$ cat src/rtl/jtag_dr_bank.sv
// jtag_dr_bank: JTAG DR shift chain with IDCODE, BYPASS, BSR and N_USER user data registers.
module jtag_dr_bank #(
    parameter int              DR_W       = 32,
    parameter int              IR_W       = 4,
    parameter int              N_USER     = 4,
    parameter logic [DR_W-1:0] ID_CODE    = 32'h1000_0001,
    parameter logic [IR_W-1:0] INSTR_ID   = 4'h1,
    parameter logic [IR_W-1:0] INSTR_BSR  = 4'h2,
    parameter logic [IR_W-1:0] INSTR_USR0 = 4'h4,
    parameter logic [DR_W-1:0] USER_RST   = '0
) (
    input  logic                   i_tclk,
    input  logic                   i_trst_n,
    input  logic                   i_tdi,
    input  logic                   i_stateIsCaptureDr,
    input  logic                   i_stateIsShiftDr,
    input  logic                   i_stateIsUpdateDr,
    input  logic [IR_W-1:0]        i_instrReg,
    input  logic [DR_W-1:0]        i_bsr,
    output logic                   o_tdo,
    output logic [N_USER*DR_W-1:0] o_userData,
    output logic [N_USER-1:0]      o_userUpdate,
    output logic                   o_userSel
);
    localparam int UW = N_USER > 1 ? $clog2(N_USER) : 1;

    logic [DR_W-1:0]              chain;
    logic                         bypass_q;
    logic [N_USER-1:0][DR_W-1:0]  user_q;
    logic [N_USER-1:0]            upd_q;
    logic [IR_W-1:0]              usr_off;
    logic [UW-1:0]                uidx;
    logic                         is_id, is_bsr, is_usr, is_byp;
    logic [DR_W-1:0]              cap_val;

    if (!ID_CODE[0]) begin : g_id_chk
        $error("jtag_dr_bank: ID_CODE bit 0 must be 1");
    end

    // All-ones always means BYPASS, even if it falls inside the USER opcode range
    always_comb begin
        usr_off = i_instrReg - INSTR_USR0;
        uidx    = usr_off[UW-1:0];
        is_id   = i_instrReg == INSTR_ID && !(&i_instrReg);
        is_bsr  = i_instrReg == INSTR_BSR && !(&i_instrReg);
        is_usr  = !(&i_instrReg) && i_instrReg >= INSTR_USR0 && {1'b0, usr_off} < (IR_W+1)'(N_USER);
        is_byp  = !(is_id || is_bsr || is_usr);
        cap_val = is_id ? ID_CODE : is_bsr ? i_bsr : is_usr ? user_q[uidx] : chain;
    end

    always_ff @(posedge i_tclk or negedge i_trst_n) begin
        if (!i_trst_n) begin
            chain    <= '0;
            bypass_q <= 1'b0;
            user_q   <= {N_USER{USER_RST}};
            upd_q    <= '0;
        end else begin
            upd_q <= '0;
            if (i_stateIsCaptureDr) begin
                chain    <= cap_val;
                bypass_q <= 1'b0;
            end else if (i_stateIsShiftDr) begin
                if (is_byp)
                    bypass_q <= i_tdi;
                else
                    chain <= {i_tdi, chain[DR_W-1:1]};
            end else if (i_stateIsUpdateDr && is_usr) begin
                user_q[uidx] <= chain;
                upd_q[uidx]  <= 1'b1;
            end
        end
    end

    assign o_tdo        = is_byp ? bypass_q : chain[0];
    assign o_userData   = user_q;
    assign o_userUpdate = upd_q;
    assign o_userSel    = is_usr;
endmodule

$ cat config.mk
export PLATFORM = sky130hd
export DESIGN_NAME = jtag_dr_bank
export DESIGN_NICKNAME = d
export VERILOG_FILES = /design/src/rtl/jtag_dr_bank.sv
export SDC_FILE = /design/constraint.sdc
export NUM_CORES = 1
export LEC_CHECK = 0
export ABC_AREA = 0
export CORE_AREA = 2 2 97 169
export DETAILED_ROUTE_END_ITERATION = 6
export DIE_AREA = 0 0 99 171
export PLACE_DENSITY = 0.8
export RECOVER_POWER = 100
export SYNTH_ARGS = -nofsm -noshare
export SYNTH_HDL_FRONTEND = slang
export SYNTH_SLANG_ARGS = --single-unit
$ cat constraint.sdc
create_clock -name i_tclk -period 1.5 [get_ports i_tclk]
set_input_delay 0.15 -clock i_tclk [delete_from_list [all_inputs] [get_ports i_tclk]]
set_output_delay 0.15 -clock i_tclk [all_outputs]
set_load 0.02 [all_outputs]
==> metrics.cfg, run 1 <==
[finish]
n_antenna_cell = 0
area_growth_pct = 35.1
drive_gt1_frac = 0.316
final_nets = 779
fin_cells = 938
nFillCells = 1181
final_core_util = 0.656

[grt]
grt_pass1_wl_um = 33600
gr-total-overflow = 0
grt_usage = 0.261
first_global_vias = 6048
grt_antenna_before_repair = 0
grt_max_degree = 43

[yosys]
postSynthRegisterBits = 165
syn_area_sq_um = 7600
ys_types = 33
async_flop_share = 1.00
synth_edf_count = 0
syn_inst = 521
yosysMostFrequentCell = dfrtp_1
synth.avg_cell_area_sq_um = 14.6
ys_warn_count = 0
yosys.area.top_type_share = 0.543
synthTopCellsByArea = dfrtp_1, mux2_2, mux4_2
yosys-top-cells-count = dfrtp_1, mux2_2, inv_1
ys.flop_type = dfrtp_1
synth_top_cell_by_area = dfrtp_1
synth_nets = 563
ys_seq_area_frac = 0.543

[detailed_routing]
wl_per_cell_um = 22.9
ant_nets = 0
drtIter0Drc = 267
viasPerCell = 5.90
drt_first_pass_iters = 4
drc = 0
routed_wirelength_um = 21500
vias = 5532

[timing]
min_period_ns = 1.46
min_period_over_period = 0.970
max_freq_mhz = 687
worstMarginPinSlew_ns = 1.10
setup_violations = 0
drv_slew = 0
fin_skew_ns = 0.00733
final_hold_viol_count = 0
relSlewSlack = 0.265
rsz0062_at_grt = false

[worst_setup_path]
worstPathArrival_ns = 1.75
worst_setup_path_end_kind = register
startpoint_type = input port
crit_fanout = 9
required_ns = 1.79
worst-setup-path-type = in2reg

[power]
powerDensity_nw_per_um2 = 1120
leakagePower_nw = 5.31
ir_drop_mv = 1.20

[floorplanning]
die_area_sq_um = 16900
io_pins = 176
die_x_um = 99
row_count = 61
start_util = 0.486
fp.dieH_um = 171
core_sq_um = 15600

[clocking]
cts_htree_levels = 4
cts_root_buf = clkbuf_16
insertion_delay_ns = 0.41
clkTransAtPathRegs_ns = 0.06
cts.path.max_buffers = 2
cts_tree = yes
clock-sinks = 165
cts_buffers = 17

[placed_design]
dpl.cell_count = 899
portBuffers = 175
place_congestion = 0.866
hpwlAfterDp_um = 15000

[min_path]
hp-class = in2reg

[outcome]
status = finished, final reports clean

[job]
cap_viol_max_count = 0

[per-stage QoR]
stage | power (mW) | TNS, ns | hold WS, ns | area (sq um) | setup slack, ns
3_5_place_dp | 7.55 | -77.59 | 0.106 | 9930 | -0.568
3_3_place_gp | 7.46 | -73.82 | 0.104 | 9930 | -0.524
6_report | 11.5 | 0 | 0.264 | 10300 | 0.0446
5_1_grt | 11.9 | 0 | 0.270 | 10300 | 0.000513
2_1_floorplan | 6.33 | -4.60 | -0.146 | 7610 | -0.0884
4_1_cts | 11.6 | 0 | 0.227 | 10400 | 0.00192
[timing repair]
action,in CTS,in global routing
cloned,2,0
pin swaps,2,2
endpoints found under the setup margin,263,26
hold buffers,1,0
endpoints found under the hold margin,54,0
setup buffers,3,2
resized for setup,144,9
[worst paths after layout]
| check | slack (ns) | startpoint | depth (start not counted) | endpoint |
|---|---|---|---|---|
| hold reg to reg | 0.53 | o_userData[65] | 1 | o_userData[65] |
| setup / recovery | 0.04 | i_stateIsCaptureDr | 9 | o_userData[47] |
| min in group asynchronous | 0.48 | i_trst_n | 2 | o_userData[27] |
| setup reg to reg | 0.05 | o_userData[16] | 3 | chain[16] |
| max in group asynchronous | 0.20 | i_trst_n | 3 | o_userData[80] |
| hold / removal | 0.26 | i_instrReg[2] | 5 | bypass_q |
[state kept, by name, summed over array words and instances (netlist names)]
register / cells
o_userData: 128
chain: 32
o_userUpdate: 4
bypass_q: 1
[worst max-delay path, cell delays in order]
cell	delay, ns
dlygate4sd2_1	0.27
nor2_2	0.14
nand3_2	0.09
buf_4	0.14
nor3b_4	0.21
buf_6	0.14
buf_4	0.10
buf_6	0.15
mux2_2	0.35
[logic make-up after synthesis]
| family | share of synthesized area |
|---|---|
| AOI/OAI and AO/OA | 0.0750 |
| xor gates and xnor gates | 0.00115 |
| buffers and inverters | 0.0492 |
| DFF | 0.543 |
| muxes | 0.300 |
| and+or+nand+nor | 0.0314 |
[power by group]
group          internal, mW  total [mW]  switching (mW)
registers              4.86        5.28           0.423
clock network          2.47        4.28            1.81
logic                 0.905        1.92            1.02
total                  8.23        11.5            3.25
[layer usage]
layer	wire length, um	up-vias	GRT usage
met5	0	-	0
met4	1000	0	0.142
met3	1270	60	0.0511
met2	11500	243	0.462
met1	7650	2862	0.294
li1	-	2367	-
[final cells by class]
class	count	area [sq um]	area share
inverters	34	128	0.0124
clock buffers	18	429	0.0418
well taps	189	236	0.0230
clock inverters	13	150	0.0146
multi-input cells	283	3030	0.295
repair buffers	236	2170	0.211
flip-flops and latches	165	4130	0.402
[cells in the final DEF, fill, tap and decap left out, types with 17 or more instances in the layout]
master	instances
a22oi_1	30
buf_4	30
clkbuf_16	17
clkdlybuf4s50_1	33
dfrtp_1	165
dlygate4sd2_1	136
inv_1	34
mux2_1	26
mux2_2	101
mux4_2	31
nand2_1	33
o311ai_0	28
Note: power is estimated with default switching activity, not from simulation.
==> inputs of run 2 (changes only) <==
Settings changed: ABC_AREA 0 to 1, CORE_AREA 2 2 97 169 to 2 2 102 178, DIE_AREA 0 0 99 171 to 0 0 104 180, PLACE_DENSITY 0.8 to 0.78.
==> run 2 against run 1 <==
Wire length increased by 15%. Critical path depth decreased by 8. Register-to-register slack improved by 0.31 ns. Sequential power increased by 13%. First-iteration DRC count increased by 64%. Clock power decreased by 3%. Largest power group unchanged. Highest routed layer unchanged.
==> metrics.cfg, run 2 <==
[outcome]
status = finished, final reports clean

[worst_setup_path]
worst_setup_path_end_kind = output port
startpoint_type = register
path_buf_inv = 1
cpMaxStageDelayCell = dlygate4sd2_1
crit_path_cell_trace = dlygate4sd2_1
required_ns = 1.35
max_stage_delay_ns = 0.43
crit_fanout = 3
worst-setup-path-type = reg2out
worstPathArrival_ns = 1.23
crit_family = buffers and inverters

[finish]
nFillCells = 1624
largest_register_ffs = 128
drive_gt1_frac = 0.0629
area_growth_pct = 25.7
final_cell_mix = nand2_1, dfrtp_1, inv_1
final_nets = 1428
fin_cells = 1632
mostFrequentLayoutCell = nand2_1
final_core_util = 0.632

[floorplanning]
core_sq_um = 17300
die_x_um = 104
fp.dieH_um = 180
io_pins = 176
die_area_sq_um = 18700
row_count = 64
start_util = 0.502

[detailed_routing]
drc = 0
viasPerCell = 4.95
vias = 8073
routed_wirelength_um = 24800
ant_nets = 0
wl_per_cell_um = 15.2
drtIter0Drc = 439
drt_first_pass_iters = 5

[yosys]
ys_seq_area_frac = 0.475
synth_edf_count = 0
synthTopCellsByArea = dfrtp_1, nand2_1, inv_1
yosys.area.top_type_share = 0.475
synth_top_cell_by_area = dfrtp_1
ys_warn_count = 0
postSynthRegisterBits = 165
syn_inst = 1221
synth_nets = 1263
async_flop_share = 1.00
ys_types = 22
yosysMostFrequentCell = nand2_1
synth.avg_cell_area_sq_um = 7.12
ys.flop_type = dfrtp_1
yosys-top-cells-count = nand2_1, dfrtp_1, inv_1
syn_area_sq_um = 8690

[clocking]
cts_buffers = 17
insertion_delay_ns = 0.43
clock-sinks = 165
cts_htree_levels = 4
cts.path.max_buffers = 2
cts_root_buf = clkbuf_16
cts_setup_buffers = 0
clkTransAtPathRegs_ns = 0.07
cts_tree = yes

[grt]
grt_max_degree = 64
grt_pass1_wl_um = 40000
grt_usage = 0.269
grt_antenna_before_repair = 1
gr-total-overflow = 0
first_global_vias = 7736

[power]
ir_drop_mv = 0.838
design_power_total_mw = 14.2
powerDensity_nw_per_um2 = 1300
leakagePower_nw = 6.23

[placed_design]
place_congestion = 0.849
dpl.cell_count = 1597
portBuffers = 175
hpwlAfterDp_um = 16600

[timing]
worstMarginPinSlew_ns = 0.892
setup_violations = 0
relSlewSlack = 0.405
drv_slew = 0
min_period_over_period = 0.921
max_freq_mhz = 724
fin_tns_setup_ns = 0
min_period_ns = 1.38
fin_skew_ns = 0.0131
final_hold_viol_count = 0
rsz0062_at_grt = false
hold_slack_ns = 0.329

[job]
cap_viol_max_count = 0

[min_path]
hp-class = in2reg

run 2: changes by cell type in the layout (fill, tap and decap cells not counted), sizes merged, moves of 5 or more:
| cell | delta |
|---|---|
| a22oi | -30 |
| mux2 | -130 |
| buf | -11 |
| nor2 | +132 |
| o311ai | -30 |
| nand2 | +453 |
| inv | +136 |
| o21ai | +128 |
| clkbuf | -7 |
| mux4 | -31 |
| a21oi | +58 |
| clkinvlp | -5 |
| nand3 | +6 |
run 2: through the flow:
stage	setup WS, ns	instance area (sq um)
final	0.119	10900
after detailed placement	-0.487	10700
after CTS	-0.0216	11100
after global routing	0.0480	10900
after floorplan	0.0611	8690
after global placement	-0.465	10700
run 2: final cells by class:
cell class	count	area [sq um]	area share
Antenna cell	2	5.00	0.000458
Clock buffer	19	443	0.0405
Clock inverter	13	113	0.0103
Tap cell	231	289	0.0265
Timing Repair Buffer	216	1940	0.178
Multi-Input combinational cell	820	3380	0.310
Sequential cell	165	4130	0.378
Inverter	166	626	0.0573
run 2: cells by family (layout without fill, tap and decap cells):
family / Yosys count / after routing / share of synthesized area
buffers and inverters: 236 / 414 / 0.128
and+or+nand+nor: 631 / 631 / 0.280
AOI/OAI and AO/OA: 189 / 189 / 0.117
other: 0 / 2 / 0
DFF: 165 / 165 / 0.475
run 2: power breakdown:
group | internal, mW | switching, mW | total, mW
Combinational | 1.50 | 2.61 | 4.12
Sequential | 5.29 | 0.678 | 5.97
Clock | 2.22 | 1.93 | 4.15
Total | 9.01 | 5.23 | 14.2
run 2: layer usage:
metal | vias to the layer above | global-route usage | share of wire
li1 | 3995 | - | -
met1 | 3786 | 0.311 | 0.39
met2 | 256 | 0.492 | 0.53
met3 | 36 | 0.0460 | 0.053
met4 | 0 | 0.105 | 0.029
met5 | - | 0 | 0
run 2: repair_timing:
item / 4_1_cts / 5_1_grt
gates resized for setup: 141 / 4
hold endpoints to repair: 146 / 0
pin swaps: 0 / 1
hold buffers: 1 / 0
endpoints found under the setup margin: 160 / 56
run 2: path summary, 6_finish.rpt:
kind / from / end / slack [ns] / depth (start not counted)
worst max-delay path: o_userData[95] / o_userData[95] / 0.12 / 1
worst min-delay path: i_instrReg[1] / chain[31] / 0.33 / 7
worst max register to register: o_userData[66] / chain[2] / 0.36 / 8
worst min register to register: chain[28] / chain[28] / 0.49 / 2
max in group asynchronous: i_trst_n / o_userData[54] / 0.26 / 3
min in group asynchronous: i_trst_n / o_userData[123] / 0.38 / 2
